==> src/rtl/sseg_pkg.sv <==
// Shared types and helpers for the seven-segment scan controller.
// Contents: digit count, nibble/index types, active-low one-hot anode helper.
package sseg_pkg;

  localparam int unsigned NUM_DIGITS = 4;

  typedef logic [3:0] nibble_t;
  typedef logic [1:0] digit_idx_t;

  // Active-low one-hot anode pattern for the given digit index.
  function automatic logic [NUM_DIGITS-1:0] anode_onehot_n(input digit_idx_t idx);
    return ~(NUM_DIGITS'(1) << idx);
  endfunction

endpackage

==> src/rtl/sseg_tick.sv <==
// Digit-rate divider: counts 0..CYCLES_PER_DIGIT-1 while enabled, wraps,
// and flags the terminal count.
// Ports:
//   clk, rst_n : clock, async active-low reset
//   en_i       : count enable (held low during the post-reset prime cycle)
//   step_c_o   : combinational terminal-count flag
module sseg_tick #(
  parameter int unsigned CYCLES_PER_DIGIT = 100000
) (
  input  logic clk,
  input  logic rst_n,
  input  logic en_i,
  output logic step_c_o
);

  localparam int unsigned CNT_W = (CYCLES_PER_DIGIT > 1) ? $clog2(CYCLES_PER_DIGIT) : 1;
  localparam logic [CNT_W-1:0] LAST = CNT_W'(CYCLES_PER_DIGIT - 1);

  logic [CNT_W-1:0] cnt_q, cnt_d;

  assign step_c_o = en_i && (cnt_q == LAST);

  // Next count: wrap on terminal count, hold while disabled.
  always_comb begin
    cnt_d = cnt_q;
    if (en_i) begin
      cnt_d = step_c_o ? '0 : cnt_q + CNT_W'(1);
    end
  end

  always_ff @(posedge clk or negedge rst_n) begin
    if (!rst_n) cnt_q <= '0;
    else        cnt_q <= cnt_d;
  end

endmodule

==> src/rtl/sseg_scan.sv <==
// Time-multiplexed 4-digit seven-segment scan controller.
// Optional feature: define SSEG_LZB_EN for leading-zero blanking.
// Ports:
//   clk, rst_n  : clock, async active-low reset
//   val         : 16-bit hex value, digit k = val[4k+3:4k]
//   dp_in       : per-digit decimal point request, active-high
//   blank       : forces all anodes off
//   num         : nibble to the segment decoder
//   an          : anodes, active-low
//   dp          : decimal point, active-low
//   digit_sel   : index of the digit being driven
//   frame_tick  : one-cycle pulse after each frame-boundary shadow load
module sseg_scan
  import sseg_pkg::*;
#(
  parameter int unsigned CYCLES_PER_DIGIT = 100000
) (
  input  logic                  clk,
  input  logic                  rst_n,
  input  logic [15:0]           val,
  input  logic [NUM_DIGITS-1:0] dp_in,
  input  logic                  blank,
  output logic [3:0]            num,
  output logic [NUM_DIGITS-1:0] an,
  output logic                  dp,
  output logic [1:0]            digit_sel,
  output logic                  frame_tick
);

  logic                  prime_q;
  logic                  step_c;
  logic                  frame_c;
  logic                  dark_c;
  logic [NUM_DIGITS-1:0] lit_c;

  digit_idx_t            idx_q, idx_d;
  logic [15:0]           val_s_q, val_s_d;
  logic [NUM_DIGITS-1:0] dp_s_q, dp_s_d;
  nibble_t               num_q, num_d;
  logic [NUM_DIGITS-1:0] an_q, an_d;
  logic                  dp_q, dp_d;
  digit_idx_t            sel_q, sel_d;
  logic                  ft_q, ft_d;

  // Divider is held during the prime cycle so digit 0 gets its full slot.
  sseg_tick #(.CYCLES_PER_DIGIT(CYCLES_PER_DIGIT)) u_tick (
    .clk      (clk),
    .rst_n    (rst_n),
    .en_i     (!prime_q),
    .step_c_o (step_c)
  );

  assign frame_c = step_c && (idx_q == digit_idx_t'(NUM_DIGITS - 1));

`ifdef SSEG_LZB_EN
  // Lit mask from the shadows: a digit is lit if it or any higher nibble is
  // nonzero, or its dp is requested; digit 0 always lit.
  always_comb begin
    lit_c = '1;
    for (int unsigned k = 1; k < NUM_DIGITS; k++) begin
      lit_c[k] = dp_s_q[k] || ((val_s_q >> (4 * k)) != 16'h0);
    end
  end
`else
  assign lit_c = '1;
`endif

  // The prime cycle keeps the anodes dark so the first lit digit shows real data.
  assign dark_c = blank || prime_q || !lit_c[idx_q];

  // Next-state and registered output values.
  always_comb begin
    idx_d   = idx_q;
    val_s_d = val_s_q;
    dp_s_d  = dp_s_q;
    if (step_c) idx_d = idx_q + digit_idx_t'(1);
    if (frame_c || prime_q) begin
      val_s_d = val;
      dp_s_d  = dp_in;
    end
    num_d = val_s_q[{idx_q, 2'b00} +: 4];
    an_d  = dark_c ? '1 : anode_onehot_n(idx_q);
    dp_d  = dark_c ? 1'b1 : !dp_s_q[idx_q];
    sel_d = idx_q;
    ft_d  = frame_c;
  end

  always_ff @(posedge clk or negedge rst_n) begin
    if (!rst_n) begin
      prime_q <= 1'b1;
      idx_q   <= '0;
      val_s_q <= '0;
      dp_s_q  <= '0;
      num_q   <= '0;
      an_q    <= '1;
      dp_q    <= 1'b1;
      sel_q   <= '0;
      ft_q    <= 1'b0;
    end else begin
      prime_q <= 1'b0;
      idx_q   <= idx_d;
      val_s_q <= val_s_d;
      dp_s_q  <= dp_s_d;
      num_q   <= num_d;
      an_q    <= an_d;
      dp_q    <= dp_d;
      sel_q   <= sel_d;
      ft_q    <= ft_d;
    end
  end

  assign num        = num_q;
  assign an         = an_q;
  assign dp         = dp_q;
  assign digit_sel  = sel_q;
  assign frame_tick = ft_q;

endmodule
==> config.mk <==
export PLATFORM = sky130hd
export DESIGN_NAME = sseg_scan
export DESIGN_NICKNAME = d
export VERILOG_FILES = /design/src/rtl/sseg_pkg.sv /design/src/rtl/sseg_tick.sv /design/src/rtl/sseg_scan.sv
export SDC_FILE = /design/constraint.sdc
export NUM_CORES = 1
export LEC_CHECK = 0
export ABC_CLOCK_PERIOD_IN_PS = 2200
export BUFFER_PORTS_ARGS = -buffer_cell sky130_fd_sc_hd__buf_4
export CORE_ASPECT_RATIO = 1.25
export CORE_MARGIN = 2
export CORE_UTILIZATION = 45
export CTS_CLUSTER_DIAMETER = 40
export CTS_CLUSTER_SIZE = 8
export DETAILED_ROUTE_END_ITERATION = 12
export MAX_ROUTING_LAYER = met4
export PLACE_DENSITY = 0.71
export SYNTH_ARGS = -nofsm -noshare
export SYNTH_HDL_FRONTEND = slang
export SYNTH_SLANG_ARGS = --single-unit
==> constraint.sdc <==
create_clock -name clk -period 2.2 [get_ports clk]
set_clock_uncertainty 0.05 [all_clocks]
set_input_delay 0.11 -clock clk [delete_from_list [all_inputs] [get_ports clk]]
set_output_delay 0.11 -clock clk [all_outputs]
set_load 0.02 [all_outputs]
## After elaboration in Yosys (flattened, before gate mapping)

Cells that the tools add are included.

| storage, ports and cells | value |
|---|---|
| register bits after elaboration | 52 |
| input bits | 23 |

| cells by class | value |
|---|---|
| shift-type cells | 2 |
| reduce and logical (&&, ||, !) cells | 8 |
| equal/unequal tests | 2 |
| muxes and demuxes | 7 |
| bitwise operators | 1 |
| order comparisons | 1 |
| add/subtract/negate cells | 2 |

Operator list:

| cell | count |
|---|---|
| 17-bit by 1-bit adder with 17-bit output, second input constant | 1 |
| 17-bit == test, second input constant | 1 |
| 17-bit 2-to-1 mux | 1 |
| 16-bit by 5-bit variable part select with 4-bit output | 1 |
| 1-bit binary-select mux with 2-bit select | 2 |
| 4-bit 2-to-1 mux | 1 |
| 4-bit NOT | 1 |
| 1-bit by 2-bit left shift with 4-bit output, first input constant | 1 |
| 1-bit zero test | 3 |
| 1-bit logical OR | 3 |
| 2-bit by 3-bit less-than comparator with 1-bit output, second input constant | 1 |
| 1-bit 2-to-1 mux | 3 |
| 2-bit by 1-bit adder with 2-bit output, second input constant | 1 |
| 2-bit == test, second input constant | 1 |
| 1-bit logical AND | 2 |

## Logic depth before layout (Yosys ltp)

| logic depth | value |
|---|---|
| word-level depth | 5 |
| depth in mapped cells | 7 |
| depth with buffers taken out | 5 |

## Hierarchy

A second synthesis with hierarchy kept.

| second synthesis, totals | value |
|---|---|
| cells, all modules | 165 |
| area, all modules | 2249.7 um^2 |

By module, submodules not included:

| module | area each (um^2) | sequential area each (um^2) | cells each | times used |
|---|---|---|---|---|
| sseg_scan | 1393.8 | 883.3 | 82 | 1 |
| sseg_tick | 855.8 | 425.4 | 83 | 1 |

## Worst setup path before layout

No wires, ideal clock.

| timing | value |
|---|---|
| path type | register to register |
| start | register u_tick.cnt_q[12] |
| end | register u_tick.cnt_q[0] |
| slack | 0.267 ns |
| path buffers | 0 |
| cell stages (with the launch flop) | 5 |
| clock period less this slack | 1.933 ns |
| library setup time | 0.131 ns |
| arrival time | 1.751 ns |
| cells stage by stage | dfrtp_1 or4b_4 or4b_4 nor2_4 o21ai_0 |

| on the way | value |
|---|---|
| word-level cells in the longest chain between the ends | 3 |

RTL lines:

| element | line | text |
|---|---|---|
| start: declaration | sseg_tick.sv:19 | `logic [CNT_W-1:0] cnt_q, cnt_d;` |
| start signal: assignment | sseg_tick.sv:33 | `else cnt_q <= cnt_d;` |
| 17-bit == test | sseg_tick.sv:21 | `assign step_c_o = en_i && (cnt_q == LAST);` |
| 1-bit logical AND | sseg_tick.sv:21 |  |
| 17-bit 2-to-1 mux | sseg_tick.sv:27 | `cnt_d = step_c_o ? '0 : cnt_q + CNT_W'(1);` |

No other way between the ends.
A chain may end at the register's enable or synchronous reset.

## Worst setup path in the final report

Same ends and word-level chain as after synthesis.

==> qor.csv <==
stage,metric,value,unit
outcome,status,"complete, no violations",
global_routing,largest net degree at the start of global routing,53,
place,pre-CTS setup slack,92.3,ps
setup_path,Worst R2R End,u_tick.cnt_q[0],
sta,Final Hold Viols,0,
route,met2 WL,2220,um
sta,period utilization,0.951,
die,Core Box Area,4760,sq um
setup_path,Setup crit start kind,flop,
run,max_cap viols,0,
clock_tree,"Clk Latency, worst-skew pair",310,ps
setup_path,Crit-path slowest cell,or4b_4,
logic_synthesis,number of synthesized flops with an enable pin,0,
power,Power Density,697,nW/um^2
setup_path,register-to-register path setup slack,110,ps
logic_synthesis,"top cells by area, synth","dfrtp_1, mux2_2, dfstp_2",
setup_path,worst-path fanout max,10,
power,Tot Pwr,2050,uW
logic_synthesis,"Seq/Total Area, Yosys",0.582,
place,Final Wtd Congestion,0.938,
logic_synthesis,post-synthesis async set-or-reset flop share,1.00,
sta,final setup vio count,0,
sta,Final Worst Setup Slack,109,ps
place,I/O Buffers,34,
route,vias per inst,5.14,
clock_tree,Post-CTS Setup Bufs,0,
logic_synthesis,mapped cell area,2250,sq um
sta,unrepaired setup endpoints after global routing,false,
final_layout,Post-Layout Cell Count,290,
logic_synthesis,"FF+latch count, synth",52,
place,Detailed Place HPWL,2880,um
clock_tree,root buffer cell,clkbuf_8,
route,via count,1491,
logic_synthesis,largest area contributor in the netlist,dfrtp_1,
sta,Max Clk Rate,0.478,GHz
sta,Slew @ Worst Pin,623,ps
final_layout,"Design Area, Final",2940,sq um
die,die span in x,67.2,um
clock_tree,TritonCTS clock tree,done,
logic_synthesis,count of different cell masters after synthesis,32,
setup_path,CP cell instances,or4b_4 > or4b_4 > nor2_4 > o21ai_0,
die,placement row count,28,
logic_synthesis,yosys warns,0,
clock_tree,H-tree depth,2,
final_layout,Area growth syn-to-layout,30.7,%
route,Post-Route M1 WL,1740,um
route,antenna violation net count after detailed routing,0,
sta,Tmin final,2090,ps
route,initial DRC count,63,
power,leakage,0.00129,uW
final_layout,fraction of layout cells with a size suffix above 1,0.361,
min_path,min-delay worst type,input port to asynchronous set/reset pin,
die,Initial Util,0.472,
route,DR pass1 iterations,4,
logic_synthesis,"Avg Cell Area, Syn",13.5,sq um
global_routing,overall global routing resource usage,0.173,
global_routing,GR Overflow Total,0,
final_layout,nets,257,
place,placed cell count,260,
sta,Fin Setup TNS,0,ps
power,maximum vdd ir drop,0.490,mV
setup_path,CP endpoint kind,flop,
die,die height,83.0,um
setup_path,Worst Path Arrival,2230,ps
die,I/O pin cnt,35,
route,DR top layer,met4,
logic_synthesis,dominant synthesized flop cell,dfrtp_1,
setup_path,reg2reg start,u_tick.cnt_q[12],
setup_path,"slowest stage delay, CP",580,ps
setup_path,critical path class,flop to flop,
logic_synthesis,Post-Syn Nets,195,
clock_tree,clock buffer count from CTS,5,
setup_path,cell mode on critical path,or4b_4,
route,drt drc,0,
logic_synthesis,Mapped Cells,167,
setup_path,R2R depth,4,
clock_tree,clock transition at the registers of the reported paths,90,ps
route,final wirelength,4260,um
clock_tree,CTS Sinks,52,
route,Avg WL per Cell,14.7,um
die,Die Area,5580,sq um
final_layout,number of diodes,0,
route,metal3 WL,176,um
global_routing,vias in the first global route,1549,
sta,max-slew violation count,0,
clock_tree,Max clock buf depth,2,
global_routing,global-route wire length before repair,7080,um
sta,slew margin rel.,0.585,
setup_path,CP required,2340,ps
logic_synthesis,post-synth top area share,0.512,
global_routing,initial antenna violation count,0,
place,Area after DPL,2600,sq um
cell families after synthesis:
kind of cell / after synthesis / synth area share
AO/OA/AOI/OAI: 7 / 0.0167
XOR/XNOR: 14 / 0.0546
adder cells (fa/ha/maj): 5 / 0.0278
buffers and inverters: 8 / 0.0184
flip-flops: 52 / 0.582
multiplexers: 27 / 0.159
other: 1 / 0.00167
AND/OR/NAND/NOR: 53 / 0.139
placed cells by master, fill, tap and decap left out, types with 2 or more instances in the layout:
master / instances
xnor2_1: 6
nand3_1: 8
mux2_2: 20
nor2b_1: 2
and4_1: 3
clkbuf_8: 5
buf_4: 37
nor3_1: 4
dfrtp_1: 46
xor2_1: 8
dlygate4sd3_1: 22
dfstp_2: 6
nor2_1: 11
mux4_2: 5
inv_1: 3
o21ai_0: 4
nand2_1: 10
or4b_4: 2
nand4_1: 5
ha_1: 5
mux2i_1: 2
layer usage:
layer,vias up,GRT usage
met5,-,-
met4,0,0.0705
met3,13,0.0488
met2,38,0.272
met1,725,0.207
li1,715,-
Yosys cell counts (2+ instances only):
master / count
inv_1: 3
and4_1: 3
mux4_2: 5
dfrtp_1: 46
nand4_1: 5
xor2_1: 8
nor3_1: 4
mux2i_1: 2
mux2_2: 20
nand2_1: 10
nand3_1: 8
nor2b_1: 2
buf_2: 3
or4b_4: 2
o21ai_0: 4
nor2_1: 11
ha_1: 5
xnor2_1: 6
a31oi_1: 2
dfstp_2: 6
worst max-delay path, delay by kind of cell, from the launching register on:
| kind | cells | cell delay [ps] |
|---|---|---|
| AO/OA/AOI/OAI | 1 | 130 |
| flip-flops | 1 | 430 |
| AND/OR/NAND/NOR | 3 | 1370 |
report_power, final:
part / internal [uW] / switching [uW] / leakage, uW
clock network: 337 / 308 / 0.0000541
registers: 1050 / 83.8 / 0.000640
logic: 160 / 111 / 0.000596
layout make-up:
cell class | instances | area, sq um
Fill cell | 380 | 1830
Sequential cell | 52 | 1310
Multi-Input combinational cell | 107 | 912
Timing Repair Buffer | 60 | 518
Tap cell | 60 | 75.1
Clock buffer | 5 | 68.8
Clock inverter | 3 | 42.5
Inverter | 3 | 11.3
stage by stage:
step	utilization	hold slack (ps)
after floorplan	-	-236
after global placement	0.545	107
after detailed placement	0.545	125
after CTS	0.614	333
after global routing	0.616	372
final	0.616	313
what timing repair did:
action	CTS	global route
gates resized for setup	0	1
hold endpoints to repair	67	0
endpoints found under the setup margin	0	20
hold buffers	22	0
worst max-delay path by stage:
| stage | startpoint | end | depth (start not counted) |
|---|---|---|---|
| finish | u_tick.cnt_q[12] | u_tick.cnt_q[0] | 4 |
| global route | u_tick.cnt_q[12] | u_tick.cnt_q[0] | 4 |
| CTS | u_tick.cnt_q[12] | val_s_q[8] | 5 |
| detailed placement | u_tick.cnt_q[12] | val_s_q[8] | 5 |
| global placement | u_tick.cnt_q[12] | val_s_q[2] | 5 |
| floorplan | u_tick.cnt_q[12] | u_tick.cnt_q[0] | 4 |
sequential cells by signal (all words and copies together) (netlist names):
register      flops
val_s_q          16
u_tick.cnt_q     17
an                4
num               4
idx_q             2
digit_sel         2
dp_s_q            4
prime_q           1
dp                1
frame_tick        1
No activity file was read; power rests on OpenSTA's default activity.
